<file path="src/rtl/core_issue_arbiter.sv">
// Round-robin issue arbiter that feeds one single-cycle Core from two requester FIFOs.
// Issue outputs are registered. Ready and idle are decoded combinationally from FIFO state.
module core_issue_arbiter #(
  parameter int unsigned DEPTH = 4,
  parameter int unsigned CNT_W = 16
) (
  input  logic             clock,
  input  logic             reset_n,
  input  logic             req0_valid,
  input  logic [15:0]      req0_instr,
  output logic             req0_ready,
  input  logic             req1_valid,
  input  logic [15:0]      req1_instr,
  output logic             req1_ready,
  input  logic             issue_en,
  input  logic             flush,
  output logic             instr_valid,
  output logic [15:0]      instr,
  output logic             grant_id,
  output logic [CNT_W-1:0] issued0,
  output logic [CNT_W-1:0] issued1,
  output logic             idle
);

  localparam int unsigned DATA_W = 16;
  localparam int unsigned PTR_W  = $clog2(DEPTH);
  localparam int unsigned FILL_W = $clog2(DEPTH + 1);

  logic [DATA_W-1:0] r_mem [2][DEPTH];
  logic [PTR_W-1:0]  r_wr  [2];
  logic [PTR_W-1:0]  r_rd  [2];
  logic [FILL_W-1:0] r_cnt [2];

  logic              r_instr_valid;
  logic [DATA_W-1:0] r_instr;
  logic              r_grant_id;
  logic              r_last_grant;
  logic [CNT_W-1:0]  r_issued0;
  logic [CNT_W-1:0]  r_issued1;

  logic [DATA_W-1:0] w_data [2];
  logic [1:0]        w_valid;
  logic [1:0]        w_full;
  logic [1:0]        w_nonempty;
  logic [1:0]        w_push;
  logic [1:0]        w_pop;
  logic              w_winner;
  logic [DATA_W-1:0] w_head;

  assign w_data[0] = req0_instr;
  assign w_data[1] = req1_instr;
  assign w_valid   = {req1_valid, req0_valid};

  for (genvar g = 0; g < 2; g++) begin : gen_status
    assign w_full[g]     = (r_cnt[g] == FILL_W'(DEPTH));
    assign w_nonempty[g] = (r_cnt[g] != '0);
    assign w_push[g]     = w_valid[g] && !w_full[g];
  end

  // Round-robin pick: the requester that did not win last time gets priority under contention.
  always_comb begin
    w_pop    = '0;
    w_winner = 1'b0;
    if (issue_en && !flush) begin
      if (w_nonempty[0] && (!w_nonempty[1] || r_last_grant)) begin
        w_pop[0] = 1'b1;
        w_winner = 1'b0;
      end else if (w_nonempty[1]) begin
        w_pop[1] = 1'b1;
        w_winner = 1'b1;
      end
    end
    w_head = r_mem[w_winner][r_rd[w_winner]];
  end

  // FIFO storage carries no reset; validity is tracked by the pointers and counts.
  always_ff @(posedge clock) begin
    for (int i = 0; i < 2; i++) begin
      if (w_push[i] && !flush) begin
        r_mem[i][r_wr[i]] <= w_data[i];
      end
    end
  end

  always_ff @(posedge clock or negedge reset_n) begin
    if (!reset_n) begin
      for (int i = 0; i < 2; i++) begin
        r_wr[i]  <= '0;
        r_rd[i]  <= '0;
        r_cnt[i] <= '0;
      end
    end else begin
      for (int i = 0; i < 2; i++) begin
        if (flush) begin
          r_wr[i]  <= '0;
          r_rd[i]  <= '0;
          r_cnt[i] <= '0;
        end else begin
          if (w_push[i]) r_wr[i] <= r_wr[i] + PTR_W'(1);
          if (w_pop[i])  r_rd[i] <= r_rd[i] + PTR_W'(1);
          r_cnt[i] <= r_cnt[i] + FILL_W'(w_push[i]) - FILL_W'(w_pop[i]);
        end
      end
    end
  end

  // Issue stage: instr and grant_id hold on idle cycles, only instr_valid drops.
  always_ff @(posedge clock or negedge reset_n) begin
    if (!reset_n) begin
      r_instr_valid <= 1'b0;
      r_instr       <= '0;
      r_grant_id    <= 1'b0;
      r_last_grant  <= 1'b1;
      r_issued0     <= '0;
      r_issued1     <= '0;
    end else begin
      r_instr_valid <= |w_pop;
      if (|w_pop) begin
        r_instr      <= w_head;
        r_grant_id   <= w_winner;
        r_last_grant <= w_winner;
      end
      if (w_pop[0]) r_issued0 <= r_issued0 + CNT_W'(1);
      if (w_pop[1]) r_issued1 <= r_issued1 + CNT_W'(1);
    end
  end

  assign req0_ready  = !w_full[0];
  assign req1_ready  = !w_full[1];
  assign instr_valid = r_instr_valid;
  assign instr       = r_instr;
  assign grant_id    = r_grant_id;
  assign issued0     = r_issued0;
  assign issued1     = r_issued1;
  assign idle        = !w_nonempty[0] && !w_nonempty[1] && !r_instr_valid;

endmodule

</file>
<file path="config.mk">
export PLATFORM = sky130hd
export DESIGN_NAME = core_issue_arbiter
export DESIGN_NICKNAME = d
export VERILOG_FILES = /design/src/rtl/core_issue_arbiter.sv
export SDC_FILE = /design/constraint.sdc
export NUM_CORES = 1
export LEC_CHECK = 0
export ABC_AREA = 0
export BUFFER_PORTS_ARGS = -buffer_cell sky130_fd_sc_hd__clkbuf_2
export CORE_MARGIN = 8
export CORE_UTILIZATION = 27
export DETAILED_ROUTE_END_ITERATION = 6
export SLEW_MARGIN = 30
export SYNTH_ARGS = -nofsm -noshare
export SYNTH_HDL_FRONTEND = slang
export SYNTH_SLANG_ARGS = --single-unit
</file>
<file path="constraint.sdc">
create_clock -name clock -period 2.6 [get_ports clock]
set_clock_uncertainty 0.2 [all_clocks]
set_input_delay 0.39 -clock clock [delete_from_list [all_inputs] [get_ports clock]]
set_output_delay 0.39 -clock clock [all_outputs]
set_load 0.005 [all_outputs]
</file>
# ---- After elaboration in Yosys (flattened, before gate mapping)
# Memories as Yosys holds them, arrays and structs flattened.
# Cells that the tools add are included.
dict set report totals {
  ram_bits 128
  memories 1
  ff_bits 65
  mem_bits_ro 0
  latch_bits 0
  out_inout_bits 53
}
# memory depth word_bits read_ports rd_clocked_by_memory_dff write_ports line_no
set memory_table {}
lappend memory_table {r_mem 2 64 1 0 2 29} ;# logic [DATA_W-1:0] r_mem [2][DEPTH];
dict set report classes {
  add_sub_neg 10
  magnitude_cmp 6
  reduce_logical 24
  n_bitwise 4
  muxes 29
  n_div 0
  n_eq_ne 2
  n_shift 0
  multipliers 0
}
# op n
set op_table {}
lappend op_table {{$mux 64} 2}
lappend op_table {{$demux 16 s2} 2}
lappend op_table {{$mux 16} 4}
lappend op_table {{$add 16x1->16 const B} 2}
lappend op_table {{$bmux 16 s2} 1}
lappend op_table {{$mux 2} 12}
lappend op_table {{$logic_and 1x1->1} 10}
lappend op_table {{$ge 3x3->1 const B} 3}
lappend op_table {{$not 2->3} 3}
lappend op_table {{$add 2x1->2 const B} 4}
lappend op_table {{$reduce_bool 2->1} 4}
lappend op_table {{$add 3x1->3} 2}
lappend op_table {{$eq 3x3->1 const B} 2}
lappend op_table {{$logic_not 1->1} 6}
lappend op_table {{$lt 3x1->1 const B} 2}
lappend op_table {{$mux 1} 6}
lappend op_table {{$mux 3} 2}
lappend op_table {{$reduce_bool 3->1} 2}
lappend op_table {{$sub 3x1->3} 2}
lappend op_table {{$ge 2x2->1 const B} 1}
lappend op_table {{$not 1->2} 1}
lappend op_table {{$reduce_or 2->1} 1}
lappend op_table {{$logic_or 1x1->1} 1}

# ---- Longest topological paths before layout
dict set report logic_depth {
  ltp_word 14
  ltp_mapped 13
  ltp_nobuf 11
}

# ---- Least setup slack after synthesis
# OpenSTA, ideal clock, no wires.
dict set report synth_timing {
  path_type {register to register}
  start {reg r_cnt[1] (netlist bit)}
  end {reg r_cnt[2] (netlist bit)}
  path_slack_ns -0.187
  setup_ns 0.132
  path_buffers 1
  t_arrival_ns 2.455
  path_stages_with_launch 13
  period_less_slack_ns 2.787
  cell_sequence {dfrtp_1 > or3_1 > nand3_2 > buf_2 > inv_1 > ha_1 > inv_1 > ha_1 > inv_1 > fa_1 > xor2_1 > xnor2_1 > nor2_1}
}
dict set report synth_between {
  elab_chain_cells 8
  elab_cells_between_ends 13
  cone_classes {add/sub (2); eq/ne (1); mux (4); reduce/logical (6)}
}
# item line_no
set synth_rtl {}
lappend synth_rtl {{start, declared} 32} ;# logic [FILL_W-1:0] r_cnt [2];
lappend synth_rtl {{start signal, assigned by index} 101} ;# r_cnt[i] <= r_cnt[i] + FILL_W'(w_push[i]) - FILL_W'(w_pop[i]);
lappend synth_rtl {{$reduce_bool 3->1 (*)} 56} ;# assign w_nonempty[g] = (r_cnt[g] != '0);
lappend synth_rtl {{$logic_not 1->1} 65} ;# if (w_nonempty[0] && (!w_nonempty[1] || r_last_grant)) begin
lappend synth_rtl {{$logic_or 1x1->1} 65}
lappend synth_rtl {{$logic_and 1x1->1} 65}
lappend synth_rtl {{$mux 1 (*)} 65}
lappend synth_rtl {{$mux 2 (*)} 64} ;# if (issue_en && !flush) begin
lappend synth_rtl {{net w_pop[1]} 46} ;# logic [1:0] w_pop;
lappend synth_rtl {{$sub 3x1->3 (*)} 101}
lappend synth_rtl {{$mux 3 (*)} 94} ;# if (flush) begin
# Mark *: on every way through the listed nets, which the timed path passes. The rest lies on a longest branch.
# A chain may end at the register's enable or synchronous reset.

# ---- Final worst setup path
dict set report layout_timing {
  start {reg r_cnt[0] (netlist bit)}
  end {reg r_cnt[2] (netlist bit)}
}
dict set report layout_between {
  elab_chain_cells 8
  elab_cells_between_ends 13
  cone_classes {add/sub (2); eq/ne (1); mux (4); reduce/logical (6)}
}
# item line_no
set layout_rtl {}
lappend layout_rtl {{branches (longest 6 deep; another with $add 3x1->3)} --}
lappend layout_rtl {{$sub 3x1->3 (*)} 101}
lappend layout_rtl {{$mux 3 (*)} 94}
# Every way passes the cells marked *.

==> results by stage <==
Final layout:
- The layout overhead on the synthesized area is 25.65%.
- Leaving out filler cells and counting taps, the final layout contains about 1100.
- Once layout is complete, the utilization of the core stands at 0.3432.
- The finished cells cover 10440 sq um.
- Fill cells in the final layout number 2973.
- The final layout net count is 785.
- The share of layout cells above drive strength 1 is 0.2948.
- The repair_antennas step left the layout with diodes totalling 0.

Drt:
- The length of the first detailed-routing pass in iterations is 5.
- The residual antenna-violating net count after detailed routing is 0.
- The total detailed-routing wirelength is around 19000 um.
- The total number of vias is 5207.
- After detailed routing, the average wire length per cell comes to 16.56 um.
- Using the TritonRoute via totals, the vias-per-cell ratio works out to 4.572.
- After the first detailed-routing iteration, the DRC count stood at 344.
- The number of DRC violations after detailed routing is 0.

Clocking:
- The buffer type at the clock tree root is clkbuf_16.
- The buffer levels on the longest clock path is 2.
- The buffer count from post-CTS setup fixing is 0.
- The H-tree generated during clock tree synthesis spans 4 levels.
- In this run, CTS created clock tree buffers numbering 17.
- The clock slew seen by the registers of the worst setup and hold paths is 70 ps.
- The later-pin clock latency in the skew report is 430 ps.
- The total number of clock tree sinks is 193.
- TritonCTS built the clock tree.

Timing:
- The transition time of the tightest slew-check pin is 708.3 ps.
- Once routing completed, OpenROAD measured the worst setup slack at between 80 and 90 ps.
- The worst path in the final design needs a cycle of 2514 ps, including I/O delays and setup.
- Timing would allow up to roughly 400 MHz.
- The final number of setup-violating endpoints is 0.
- The final-layout worst hold slack is 62.28 ps.
- The number of pins with negative max-slew slack in the final report came to 0.
- Setup repair after global routing left no endpoint under its margin.
- In the finished design, the share of the clock period the worst path needs comes to 0.9669.
- For the final routed database, the setup TNS stands at 0 ps.
- The worst pin sits at a relative slew slack of 0.5278.
- The count of endpoints failing hold in the final timing report came to 0.

Placement:
- The count of input and output buffers is 90.
- The last weighted congestion value of the routability-driven placer is slightly above 0.8.
- The setup slack after placement is 56.97 ps.
- The half-perimeter wire length after detailed placement is about 13000 um.
- The total cell area at the placement stage is roughly 9500 sq um.
- Counting tap cells, the placed design contains a total of 1074 instances.

Die:
- The starting density of the core is 0.2731.
- The count of boundary I/O pins is 91.
- The die covers ~37000 sq um.
- The core region is 30430 sq um.
- The row count is 64.
- The die is 191.4 um tall.
- The die is 191.4 um wide.

Global route:
- In the global route stage, overall resource usage came out at 0.1045.
- The first global-routing pass estimated about 29000 um of wire.
- The via count of the first global-routing pass is 5321.
- Entering global routing, the biggest net connects 50 pins.
- The initial antenna violation count came to 0.
- The total grt overflow is 0.

Synthesis:
- The total nets after synthesis is 636.
- Ranked by total cell area, the synthesized netlist is headed by edfxtp_1 46%, dfrtp_1 19%, mux2_2 4.5%.
- The Yosys step of the flow raised 0 warnings.
- Of all cell types, the one taking the most synthesized area is edfxtp_1.
- The synthesized area per cell is ~14 sq um.
- The share of synthesized area in the top cell type comes to 0.4625.
- The synthesized instance count is 582.
- The mapped netlist covers 8310 sq um.
- In the synthesized netlist, the cells that appear most often are 128 x edfxtp_1, 64 x dfrtp_1, 40 x nand3_1.
- The dominant synthesized flop cell is edfxtp_1.
- The total of flip-flops plus latches after synthesis is 193.
- The leading cell type by number of instances after synthesis is edfxtp_1.
- The post-synthesis sequential area ratio is 0.6584.
- Counting distinct cell types in the post-synthesis netlist gives 50.
- The number of synthesized flops with an enable pin is roughly 130.
- The fraction of registers with async set/reset is 0.3368.

Critical path:
- Measured in cells, the most critical reg-to-reg path has a length of 10.
- The largest stage delay on the critical path is 480 ps.
- The signal on the critical path passes through or3b_2 > nand2_1 > ha_4 > inv_2 > ha_4 > inv_2 > fa_2 > xor2_1 > xnor2_1 > nor2_1.
- The biggest fanout along the worst timing path is 4.
- Data arrives at the worst endpoint at 2620 ps.
- Setup slack on the worst reg-to-reg path comes out at 90 ps.
- The worst register-to-register path ends at r_cnt[2].
- STA puts the critical path data required time at 2710 ps.
- The critical path endpoint category is a flop.
- STA classifies the critical path startpoint as a flop.
- The worst setup path startpoint is r_cnt[0].
- The slowest cell on the critical path is or3b_2.
- The critical register-to-register path startpoint is r_cnt[0].
- The destination of the critical timing path is r_cnt[2].
- The critical path is of the flop to flop type.

Min path:
- The startpoint identified for the worst hold timing path is req1_valid.
- The path class of the tightest hold or removal check is input pin to flop.

Power and ir drop:
- The leakage power total is about 3.9 nW.
- The total power of the final layout is a little over 9 mW.
- The worst IR drop on VDD is 0.0005706 V.
- Dividing total power by cell area gives a power density of 895.4 nW/um^2.

Run:
- The tool flagged a number of max-cap violations equal to 0.

Outcome:
- The run finished with clean final reports.
cells in the final DEF (no fill, tap or decap), drive strengths merged, types with 2 or more instances in the layout:
| master | instances |
|---|---|
| clkbuf | 106 |
| and4 | 2 |
| o31ai | 2 |
| nand3 | 41 |
| edfxtp | 128 |
| fa | 2 |
| clkinvlp | 3 |
| a211oi | 15 |
| dlygate4sd3 | 34 |
| or3b | 2 |
| or3 | 3 |
| inv | 21 |
| o2111ai | 2 |
| nand2b | 2 |
| bufinv | 2 |
| nor2b | 2 |
| ha | 14 |
| xor2 | 26 |
| a32oi | 15 |
| mux2i | 34 |
| nand2 | 37 |
| dfrtp | 64 |
| o21ai | 3 |
| nor2 | 16 |
| a21oi | 3 |
| nor4 | 6 |
| mux2 | 34 |
| o32a | 15 |
| xnor2 | 11 |
| nor3 | 32 |
| buf | 38 |
| nand4 | 9 |
| and2 | 9 |
registers in the layout, summed over array words and instances (netlist names), 4 cells and up:
register,count
r_mem,128
instr,16
issued0,16
issued1,16
r_cnt,6
r_rd,4
r_wr,4
how the worst min path moves through the flow:
stage | endpoint | slack [ps] | cells past startpoint
2_1_floorplan | grant_id | -110 | 0
4_1_cts | r_mem[1][52] | 2 | 1
5_1_grt | r_wr[1] | 40 | 3
6_report | r_wr[1] | 60 | 3
3_3_place_gp | issued1[11] | 20 | 1
3_5_place_dp | issued1[11] | 20 | 1
kinds of logic (layout without fill, tap and decap cells):
logic type / count (synthesis) / count (layout) / share of synthesized area
xor gates and xnor gates: 37 / 37 / 0.03899
DFF: 193 / 193 / 0.6584
buffers and inverters: 44 / 205 / 0.02348
muxes: 68 / 68 / 0.08702
AOI/OAI and AO/OA: 58 / 58 / 0.06037
adders and majority gates: 16 / 16 / 0.02590
and+or+nand+nor: 166 / 166 / 0.1058
per-layer routing:
layer / vias to the layer above / routed length, um / GRT usage / part of all wire
met5: - / 0 / 0 / 0
met4: 0 / 70 / 0.02368 / 0.0037
met3: 4 / 1339 / 0.03393 / 0.071
met2: 135 / 9151 / 0.1709 / 0.49
met1: 2565 / 8297 / 0.1328 / 0.44
li1: 2503 / - / - / -
report_power, final:
group          internal, mW  switching, mW
Combinational          1.22           1.47
Clock                  1.45           1.20
Sequential             3.68          0.326
final cells by class:
type                            instances  area (sq um)  area share
Clock buffer                           17         425.4     0.04074
Clock inverter                         14         167.7     0.01606
Inverter                               13         48.80    0.004673
Multi-Input combinational cell        345          2723      0.2607
Sequential cell                       193          5477      0.5244
Tap cell                              396         495.5     0.04745
Timing Repair Buffer                  161          1106      0.1059
repair_timing:
item,CTS,global route
resized for setup,0,4
endpoints found under the hold margin,187,4
hold buffers,33,1
endpoints found under the setup margin,0,1
worst max-delay path, delay by kind of cell, from the launching register on:
family,cells,cell delay [ps]
flops,1,440
simple gates,3,670
xor+xnor,2,320
fa+ha+maj,3,670
buf+inv,2,90
Note: power is estimated with default switching activity, not from simulation.
